`src/rtl/weight_row_streamer_if.sv`:
```
// Host-load and consumer-read ports of the weight row streamer.
// Handshake: a word moves on a rising edge only when its valid and ready are both high;
// the producer holds data and valid stable until that edge, and ready never depends on valid.
interface weight_row_streamer_if #(
  parameter int DATA_W   = 16,
  parameter int NUM_ROWS = 4
);
  localparam int IDX_W = (NUM_ROWS > 1) ? $clog2(NUM_ROWS) : 1;

  logic              w_valid;
  logic [DATA_W-1:0] w_data;
  logic              w_ready;
  logic              load_next_row;
  logic              rd_en;
  logic              rd_valid;
  logic [DATA_W-1:0] rd_data;
  logic              rd_last;
  logic [IDX_W-1:0]  row_idx;

  modport slave (
    input  w_valid, w_data, rd_en,
    output w_ready, load_next_row, rd_valid, rd_data, rd_last, row_idx
  );

  modport master (
    output w_valid, w_data, rd_en,
    input  w_ready, load_next_row, rd_valid, rd_data, rd_last, row_idx
  );
endinterface

```
`src/rtl/weight_row_streamer.sv`:
```
// Double-buffered weight-row streamer: requests rows from the host one at a time,
// loads them into two ping-pong banks and replays each row word by word to the MAC.
module weight_row_streamer #(
  parameter int DATA_W   = 16,
  parameter int ROW_LEN  = 8,
  parameter int NUM_ROWS = 4
) (
  input  logic clk,
  input  logic reset,
  input  logic start,
  output logic busy,
  output logic layer_done,
  output logic dbg_state,
  weight_row_streamer_if.slave bus
);
  localparam int PTR_W = $clog2(ROW_LEN);
  localparam int CNT_W = $clog2(NUM_ROWS + 1);
  localparam int IDX_W = (NUM_ROWS > 1) ? $clog2(NUM_ROWS) : 1;
  localparam logic [PTR_W-1:0] LAST_PTR = PTR_W'(ROW_LEN - 1);
  localparam logic [CNT_W-1:0] ROWS     = CNT_W'(NUM_ROWS);
  localparam logic [CNT_W-1:0] LAST_ROW = CNT_W'(NUM_ROWS - 1);

  typedef enum logic {IDLE = 1'b0, RUN = 1'b1} state_t;
  state_t state, state_nxt;

  logic [DATA_W-1:0] mem [2][ROW_LEN];
  logic [1:0]        bank_full, bank_full_nxt;
  logic              wr_bank, rd_bank;
  logic [PTR_W-1:0]  wr_ptr, rd_ptr;
  logic [CNT_W-1:0]  rows_req, rows_loaded, rows_read;
  logic              req_pulse;

  logic start_go, req_fire, pass_done;
  logic wr_fire, wr_row_done, rd_fire, rd_row_done;

  assign bus.w_ready       = (state == RUN) && (rows_loaded < rows_req) && !bank_full[wr_bank];
  assign bus.rd_valid      = bank_full[rd_bank];
  assign bus.rd_data       = mem[rd_bank][rd_ptr];
  assign bus.rd_last       = bus.rd_valid && (rd_ptr == LAST_PTR);
  assign bus.row_idx       = rows_read[IDX_W-1:0];
  assign bus.load_next_row = req_pulse;
  assign busy              = (state == RUN);
  assign dbg_state         = state;

  assign wr_fire     = bus.w_valid && bus.w_ready;
  assign wr_row_done = wr_fire && (wr_ptr == LAST_PTR);
  assign rd_fire     = bus.rd_en && bus.rd_valid;
  assign rd_row_done = rd_fire && (rd_ptr == LAST_PTR);

  always_ff @(posedge clk or negedge reset) begin
    if (!reset) state <= IDLE;
    else        state <= state_nxt;
  end

  // A request only goes out when the previous one has been fully loaded, so at most one is outstanding.
  always_comb begin
    state_nxt = state;
    start_go  = 1'b0;
    req_fire  = 1'b0;
    pass_done = 1'b0;
    unique case (state)
      IDLE: begin
        if (start) begin
          state_nxt = RUN;
          start_go  = 1'b1;
        end
      end
      RUN: begin
        req_fire = (rows_req < ROWS) && (rows_req == rows_loaded) && !bank_full[wr_bank];
        if (rd_row_done && (rows_read == LAST_ROW)) begin
          pass_done = 1'b1;
          state_nxt = IDLE;
        end
      end
      default: state_nxt = IDLE;
    endcase
  end

  // Fill and free always target different banks, so both may land on one edge.
  always_comb begin
    bank_full_nxt = bank_full;
    if (wr_row_done) bank_full_nxt[wr_bank] = 1'b1;
    if (rd_row_done) bank_full_nxt[rd_bank] = 1'b0;
    if (start_go)    bank_full_nxt = 2'b00;
  end

  always_ff @(posedge clk or negedge reset) begin
    if (!reset) begin
      bank_full   <= 2'b00;
      wr_bank     <= 1'b0;
      rd_bank     <= 1'b0;
      wr_ptr      <= '0;
      rd_ptr      <= '0;
      rows_req    <= '0;
      rows_loaded <= '0;
      rows_read   <= '0;
      req_pulse   <= 1'b0;
      layer_done  <= 1'b0;
    end else begin
      bank_full  <= bank_full_nxt;
      req_pulse  <= req_fire;
      layer_done <= pass_done;
      if (start_go) begin
        wr_bank     <= 1'b0;
        rd_bank     <= 1'b0;
        wr_ptr      <= '0;
        rd_ptr      <= '0;
        rows_req    <= '0;
        rows_loaded <= '0;
        rows_read   <= '0;
      end else begin
        if (req_fire) rows_req <= rows_req + CNT_W'(1);
        if (wr_fire) begin
          if (wr_row_done) begin
            wr_ptr      <= '0;
            wr_bank     <= ~wr_bank;
            rows_loaded <= rows_loaded + CNT_W'(1);
          end else begin
            wr_ptr <= wr_ptr + PTR_W'(1);
          end
        end
        if (rd_fire) begin
          if (rd_row_done) begin
            rd_ptr    <= '0;
            rd_bank   <= ~rd_bank;
            rows_read <= rows_read + CNT_W'(1);
          end else begin
            rd_ptr <= rd_ptr + PTR_W'(1);
          end
        end
      end
    end
  end

  // Bank storage carries no reset; contents are only meaningful once bank_full says so.
  always_ff @(posedge clk) begin
    if (wr_fire) mem[wr_bank][wr_ptr] <= bus.w_data;
  end
endmodule

```
`src/flat_wrapper.sv`:
```
// flat-port wrapper written by rule: the top's interface ports become plain ports
module weight_row_streamer_flat 
#(
  parameter int DATA_W   = 16,
  parameter int ROW_LEN  = 8,
  parameter int NUM_ROWS = 4
)
  (clk, reset, start, busy, layer_done, dbg_state, bus_w_valid, bus_w_data, bus_rd_en, bus_w_ready, bus_load_next_row, bus_rd_valid, bus_rd_data, bus_rd_last, bus_row_idx);
  weight_row_streamer_if #(.DATA_W(DATA_W), .NUM_ROWS(NUM_ROWS)) bus_i ();
  input  logic clk;
  input  logic reset;
  input  logic start;
  output logic busy;
  output logic layer_done;
  output logic dbg_state;
  input wire logic [$bits(bus_i.w_valid)-1:0] bus_w_valid;
  input wire logic [$bits(bus_i.w_data)-1:0] bus_w_data;
  input wire logic [$bits(bus_i.rd_en)-1:0] bus_rd_en;
  output wire logic [$bits(bus_i.w_ready)-1:0] bus_w_ready;
  output wire logic [$bits(bus_i.load_next_row)-1:0] bus_load_next_row;
  output wire logic [$bits(bus_i.rd_valid)-1:0] bus_rd_valid;
  output wire logic [$bits(bus_i.rd_data)-1:0] bus_rd_data;
  output wire logic [$bits(bus_i.rd_last)-1:0] bus_rd_last;
  output wire logic [$bits(bus_i.row_idx)-1:0] bus_row_idx;
  assign bus_i.w_valid = bus_w_valid;
  assign bus_i.w_data = bus_w_data;
  assign bus_i.rd_en = bus_rd_en;
  assign bus_w_ready = bus_i.w_ready;
  assign bus_load_next_row = bus_i.load_next_row;
  assign bus_rd_valid = bus_i.rd_valid;
  assign bus_rd_data = bus_i.rd_data;
  assign bus_rd_last = bus_i.rd_last;
  assign bus_row_idx = bus_i.row_idx;
  weight_row_streamer #(.DATA_W(DATA_W), .ROW_LEN(ROW_LEN), .NUM_ROWS(NUM_ROWS)) u_core (.clk(clk), .reset(reset), .start(start), .busy(busy), .layer_done(layer_done), .dbg_state(dbg_state), .bus(bus_i));
endmodule
```
`config.mk`:
```
export PLATFORM = sky130hd
export DESIGN_NAME = weight_row_streamer_flat
export DESIGN_NICKNAME = d
export VERILOG_FILES = /design/src/rtl/weight_row_streamer_if.sv /design/src/rtl/weight_row_streamer.sv /design/src/flat_wrapper.sv
export SDC_FILE = /design/constraint.sdc
export NUM_CORES = 1
export LEC_CHECK = 0
export ABC_AREA = 1
export BUFFER_PORTS_ARGS = -buffer_cell sky130_fd_sc_hd__buf_2
export CORE_MARGIN = 2
export CORE_UTILIZATION = 35
export CTS_BUF_LIST = sky130_fd_sc_hd__clkbuf_8
export DETAILED_ROUTE_END_ITERATION = 10
export HOLD_SLACK_MARGIN = 0.05
export MAX_ROUTING_LAYER = met4
export SLEW_MARGIN = 25
export SYNTH_ARGS = -nofsm -noshare
export SYNTH_HDL_FRONTEND = slang
export SYNTH_SLANG_ARGS = --single-unit
```
`constraint.sdc`:
```
create_clock -name clk -period 4.3 [get_ports clk]
set_input_delay 0 -clock clk [delete_from_list [all_inputs] [get_ports clk]]
set_output_delay 0 -clock clk [all_outputs]
set_load 0.05 [all_outputs]
```
==> flow_summary.json, run 1 <==
{
  "grt_max_degree": 81,
  "crit_slowest_cell": "inv_4",
  "postSynthAreaPerCell_sq_um": 12.4,
  "min_period_ns": 3.07,
  "worst_path_largest_cell_delay_ns": 0.71,
  "synthDistinctLibCells": 31,
  "nets": 1041,
  "antenna_violating_nets_post_route": 0,
  "dp_hpwl_microns": 14800,
  "drc": 0,
  "stdcell_count": 1484,
  "drt-initial-drc-count": 618,
  "io_pins": 46,
  "fin_skew_ns": 0.0351,
  "status": "finished clean",
  "min_path_type": "input pin to async pin",
  "synth.top_cell.area_share_pct": 66.5,
  "antenna_found_initial": 0,
  "worst-path-stages": 7,
  "finalHoldViolCount": 0,
  "yosysTopAreaCell": "edfxtp_1",
  "cp-end-kind": "output pin",
  "gp_congestion": 0.811,
  "cts_buffer_depth": 3,
  "antenna_cells": 0,
  "reg2reg_depth": 8,
  "grt-ovfl-total": 0,
  "fillers": 3101,
  "critical_path.top_delay_family": "buffers and inverters",
  "max_cap_viol_count": 0,
  "yosysWarnings": 0,
  "postSynthCellCount": 935,
  "period_share_pct": 71.4,
  "rrSetupSlack_ns": 1.53,
  "cts_buffers": 45,
  "die-height_microns": 186,
  "worstMarginPinSlew_ns": 0.990,
  "crit_chain": "inv_4, buf_4, o21ai_0, o211ai_1, nand3_1, nand2_1, buf_2",
  "tritoncts": "done",
  "setup_viol": 0,
  "cts_sinks": 278,
  "worst-setup-path-type": "flip-flop to output pin",
  "grt_pass1_vias": 7193,
  "io_buffers": 45,
  "vias_per_cell": 5.00,
  "path_clk_slew_ns": 0.06,
  "final_util_pct": 40.5,
  "wl_microns": 27100,
  "rows": 66,
  "dr_total_vias": 7426,
  "powerDensity_nw_per_um2": 599,
  "first_pass_iters": 8,
  "critical_path_arrival_ns": 3.07,
  "relSlewSlack_pct": 34.0,
  "ys_ff_latch": 278,
  "regArea_sq_um": 8240,
  "fmax_mhz": 326,
  "syn_to_final_growth_pct": 14.1,
  "slew_violations": 0,
  "r2r_end": "u_core.mem[1][116]",
  "ir_drop_uv": 435,
  "grt_setup_unrepaired": "no",
  "path_max_fanout": 80,
  "setup_tns_ns": 0,
  "path_buf_inv": 3,
  "root_buffer": "clkbuf_8",
  "clk_latency_ns": 0.56,
  "finalPower_w": 0.00790,
  "p_leak_nw": 4.74,
  "grt_use_total_pct": 16.5,
  "placed_cells": 1383,
  "syn_area_sq_um": 11600,
  "die_w_microns": 186,
  "htreeDepth": 2,
  "yosysSeqAreaShare_pct": 71.3,
  "fin_hold_ws_ns": 0.0578,
  "ctsResizeCount": 0,
  "initial_core_util_pct": 35.5,
  "grt_pass1_wl_microns": 41700,
  "post_drt_wl_per_cell_microns": 18.3,
  "start_kind": "flip-flop",
  "startpoint": "u_core.rd_bank",
  "core_sq_um": 32500,
  "dieArea_sq_um": 34500,
  "synth_area_leaders": "edfxtp_1, nor2_1, dfrtp_1",
  "multi_input_area_sq_um": 2750,
  "synth_nets": 967,
  "drive_gt1_share_pct": 15.1,
  "r2r_start": "u_core.rows_loaded[2]",
  "critical_path_required_ns": 4.30
}
[layout make-up]
cell class | count | area share, %
clock buffers | 47 | 4.91
repair buffers | 86 | 4.40
multi-input cells | 542 | 20.9
clock inverters | 33 | 1.49
inverters | 56 | 1.63
flip-flops and latches | 278 | 62.5
well taps | 442 | 4.19
[metrics by stage]
stage / worst slack (ns) / instance area, sq um
3_3_place_gp: 1.56 / 12100
6_report: 1.23 / 13200
2_1_floorplan: 1.43 / 11600
4_1_cts: 1.19 / 13200
5_1_grt: 1.03 / 13200
3_5_place_dp: 1.57 / 12100
[worst max-delay path by stage]
stage	to	slack [ns]
after detailed placement	u_core.mem[1][126]	1.57
after global routing	bus_rd_data[7]	1.03
final	bus_rd_data[3]	1.23
after CTS	bus_rd_data[3]	1.19
after global placement	u_core.mem[1][126]	1.56
after floorplan	u_core.mem[0][80]	1.43
[kinds of logic after synthesis]
logic type	after synthesis	share of synthesized area [%]
simple gates	301	10.8
flops	278	71.3
compound gates	229	11.3
buf+inv	115	5.27
fa+ha+maj	11	1.19
xor+xnor	1	0.0758
[state kept, by name (all words and copies together), names as in the netlist]
register	flops
u_core.layer_done	1
u_core.wr_bank	1
u_core.rd_ptr	3
u_core.rows_loaded	3
u_core.wr_ptr	3
u_core.rd_bank	1
u_core.bus.load_next_row	1
u_core.rows_read	3
u_core.mem	256
u_core.bank_full	2
u_core.busy	1
u_core.rows_req	3
[worst register-to-register path: stages (launching register included)]
cell and delay, ns:
dfrtp_1 0.41, ha_1 0.33, nand2_1 0.11, nor2_1 0.05
nor2_1 0.19, nand3_2 0.16, nor2_1 0.21, nand2_1 0.14
nor2_2 0.77
[cell usage after synthesis, drive strengths merged]
master / count
edfxtp: 256
inv: 56
xor2: 1
o211ai: 58
clkbuf: 18
buf: 41
nand2: 69
ha: 11
dfrtp: 22
nor2: 173
nand3: 52
o22ai: 1
nor3: 3
nand4: 4
o21ai: 137
a21oi: 33
[metal layers]
metal	global-route usage, %	share of wire [%]
met1	20.8	44
met3	2.41	4.7
met4	4.98	1.8
met2	27.7	50
met5	-	0
[what timing repair did]
action                                 4_1_cts  5_1_grt
hold buffers                                21        0
buffers inserted                             0        0
endpoints found under the hold margin      296        0
[power breakdown]
part / switching [W] / internal [W] / total (W)
clock network: 0.00102 / 0.00114 / 0.00215
registers: 0.000100 / 0.00316 / 0.00326
logic: 0.00185 / 0.000633 / 0.00248
total: 0.00296 / 0.00493 / 0.00790
[cell usage in the layout, fill, tap and decap left out, drive strengths merged, types with 20 or more instances in the layout]
cell type	Yosys	final
a21oi	33	33
buf	41	66
clkbuf	18	47
dfrtp	22	22
dlygate4sd3	0	20
edfxtp	256	256
inv	56	75
nand2	69	69
nand3	52	52
nor2	173	173
o211ai	58	58
o21ai	137	137
Power figures use the tool's default switching activity.
==> run 2, diff against run 1 <==
--- a/config.mk
+++ b/config.mk
@@ -5,7 +5,7 @@
 export SDC_FILE = /design/constraint.sdc
 export NUM_CORES = 1
 export LEC_CHECK = 0
-export ABC_AREA = 1
+export ABC_AREA = 0
 export BUFFER_PORTS_ARGS = -buffer_cell sky130_fd_sc_hd__buf_2
 export CORE_MARGIN = 2
 export CORE_UTILIZATION = 35
==> constraint.sdc (replaced) <==
create_clock -name clk -period 3.1 [get_ports clk]
set_input_delay 0 -clock clk [delete_from_list [all_inputs] [get_ports clk]]
set_output_delay 0 -clock clk [all_outputs]
set_load 0.05 [all_outputs]
==> run 2 against run 1 <==
  * Via count shrank 25%
  * Clock-buffer cell count shrank 1
  * Clock skew shrank 0.015 ns
  * Area after synthesis shrank 5.3%
  * Core utilization grew 1.2 points
  * Hold slack lost 0.014 ns
  * Total power grew 44%
  * Setup slack lost 0.78 ns
  * Sequential power grew 43%
  * Largest power group unchanged
==> flow_summary.json, run 2 <==
{
  "status": "finished clean",
  "synth-adder-area-share_pct": 1.26,
  "root_buffer": "clkbuf_8",
  "drt-initial-drc-count": 464,
  "yosysWarnings": 0,
  "post_cts_buffers": 0,
  "grt_max_degree": 65,
  "min_path_type": "input pin to async pin",
  "switching_share_pct": 35.0,
  "postSynthAreaPerCell_sq_um": 19.9,
  "yosysTopAreaCell": "edfxtp_1",
  "top_register": "u_core.mem",
  "wl_microns": 23100,
  "synth_nets": 582,
  "rrSetupSlack_ns": 0.84,
  "synth_xor_area_share_pct": 0.0800,
  "start_kind": "flip-flop",
  "critical_path_arrival_ns": 2.65,
  "setup_viol": 0,
  "r2r_start": "u_core.rows_loaded[1]",
  "pwr-share-clk_pct": 26.2,
  "ctsResizeCount": 0,
  "setup_tns_ns": 0,
  "io_pins": 46,
  "antenna_cells": 0,
  "critical_path_required_ns": 3.10,
  "cp-end-kind": "output pin",
  "grt_setup_unrepaired": "no",
  "cts_buffers": 44,
  "slew_violations": 0,
  "rows": 64,
  "synth.area.mux_share_pct": 13.9,
  "synth.top_cell.area_share_pct": 70.2,
  "max_cap_viol_count": 0,
  "postSynthCellCount": 550,
  "min_period_ns": 2.65,
  "fin_skew_ns": 0.0197,
  "critical_path.top_delay_family": "buffers and inverters",
  "drive_gt1_share_pct": 31.5,
  "yosys.area_share.simple_pct": 4.31,
  "reg2reg_depth": 7,
  "crit_chain": "buf_4, mux4_2, a22oi_1, nand2_1, buf_2",
  "synth_area_leaders": "edfxtp_1, mux4_2, dfrtp_1",
  "dpl_worst_slack_ns": 0.845,
  "dieArea_sq_um": 32700,
  "pwr-share-seq_pct": 40.9,
  "vias_per_cell": 5.17,
  "yosysSeqAreaShare_pct": 75.3,
  "dr_total_vias": 5588,
  "synth_top_family_by_area": "multiplexers",
  "antenna_found_initial": 0,
  "core_sq_um": 30700,
  "clk_latency_ns": 0.54,
  "drc": 0,
  "grt-ovfl-total": 0,
  "ys_async_sr_fraction_pct": 7.91,
  "synth_edf_count": 256,
  "yosysMostFrequentCell": "edfxtp_1",
  "period_share_pct": 85.4,
  "fmax_mhz": 378,
  "path_max_fanout": 16,
  "internal_power_w": 0.00740,
  "fin_hold_ws_ns": 0.0434,
  "layout_common_cells": "edfxtp_1, mux4_2, clkbuf_8, buf_2, nand2_1",
  "synthFlopType": "edfxtp_1",
  "crit_slowest_cell": "dfrtp_4",
  "finalHoldViolCount": 0,
  "grt_pass1_wl_microns": 36100,
  "cts_sinks": 278,
  "ys_ff_latch": 278,
  "synth-compound-area-share_pct": 3.26,
  "r2r_end": "u_core.mem[1][81]",
  "combPwrFrac_pct": 32.8,
  "antenna_violating_nets_post_route": 0,
  "dp_hpwl_microns": 14300,
  "path_buf_inv": 2,
  "syn_to_final_growth_pct": 16.9,
  "grt_pass1_vias": 6032,
  "timing.final.ws_setup_ns": 0.453,
  "synthDistinctLibCells": 40,
  "finalPower_w": 0.0114,
  "io_buffers": 45,
  "grt_use_total_pct": 14.8,
  "ir_drop_uv": 470,
  "synthTopCellsByCount": "edfxtp_1, mux4_2, nand2_1, a22oi_1, nor2_1",
  "worstMarginPinSlew_ns": 0.921,
  "final_common_cell": "edfxtp_1",
  "worst-setup-path-type": "flip-flop to output pin",
  "gp_congestion": 0.759,
  "worst_path_largest_cell_delay_ns": 0.55,
  "p_leak_nw": 4.34,
  "nets": 685,
  "syn_area_sq_um": 10900,
  "post_drt_wl_per_cell_microns": 21.4,
  "initial_core_util_pct": 35.7,
  "path_clk_slew_ns": 0.06,
  "largest_reg_flops": 256,
  "die-height_microns": 181,
  "powerDensity_nw_per_um2": 890,
  "cts_buffer_depth": 3,
  "first_pass_iters": 5,
  "htreeDepth": 2,
  "tritoncts": "done",
  "final_util_pct": 41.7,
  "netSwitchingPower_w": 0.00399,
  "relSlewSlack_pct": 38.6,
  "die_w_microns": 181
}
-- run 2: cell types whose count changed after synthesis, sizes merged, moves of 5 or more --
cell	previous run	this run
a21oi	33	8
a22oi	0	32
buf	41	20
inv	56	6
mux2i	0	6
mux4	0	64
nand2	69	37
nand3	52	5
nor2	173	27
nor2b	0	5
o211ai	58	0
o21ai	137	1
-- run 2: worst reg2reg max path, delay by kind of cell (launching register included) --
| kind | cells | cell delay [ns] |
|---|---|---|
| DFF | 1 | 0.40 |
| and+or+nand+nor | 3 | 0.63 |
| adders and majority gates | 1 | 0.32 |
| buffers and inverters | 2 | 0.44 |
| AOI/OAI and AO/OA | 1 | 0.15 |
-- run 2: layout make-up --
class	count	area, sq um
Multi-Input combinational cell	232	2540
Tap cell	396	495
Sequential cell	278	8240
Clock inverter	32	214
Inverter	6	22.5
Timing Repair Buffer	91	643
Clock buffer	46	633
Fill cell	2712	17900
-- run 2: power groups by stage --
stage / combinational (W) / clock [W] / sequential (W)
5_1_grt: 0.00402 / 0.00325 / 0.00470
4_1_cts: 0.00381 / 0.00307 / 0.00467
6_report: 0.00374 / 0.00299 / 0.00466
3_3_place_gp: 0.00372 / 0 / 0.00472
3_5_place_dp: 0.00377 / 0 / 0.00474
2_1_floorplan: 0.00277 / 0 / 0.00465
-- run 2: cell families after synthesis --
family,after synthesis
flops,278
mux,71
simple gates,99
fa+ha+maj,11
compound gates,50
xor+xnor,1
buf+inv,40
-- run 2: how the worst max path moves through the flow --
stage,from,end,cells past startpoint
after global placement,u_core.rows_req[1],u_core.mem[1][21],8
after CTS,u_core.rd_bank,bus_rd_data[15],5
after detailed placement,u_core.rows_loaded[1],u_core.mem[1][81],7
after global routing,u_core.rd_bank,bus_rd_data[7],5
final,u_core.rd_bank,bus_rd_data[15],5
after floorplan,u_core.rows_loaded[1],u_core.mem[0][0],6
-- run 2: what timing repair did --
| action | CTS | global route |
|---|---|---|
| setup endpoints to repair | 0 | 0 |
| hold endpoints to repair | 296 | 0 |
| hold buffers | 21 | 0 |
-- run 2: stage by stage --
stage               cell area [sq um]  cells
CTS                             12800   1081
global route                    12800   1081
floorplan                       10900    550
global placement                11700    982
detailed placement              11700    982
finish                          12800   1081
-- run 2: metal layers --
layer | share of wire (%) | track usage, % | wire (microns) | up-vias
met4 | 1.8 | 3.84 | 413 | 0
met5 | 0 | - | 0 | -
met2 | 50 | 24.0 | 11600 | 158
met1 | 44 | 19.5 | 10100 | 2944
li1 | - | - | - | 2450
met3 | 4.7 | 2.50 | 1080 | 36
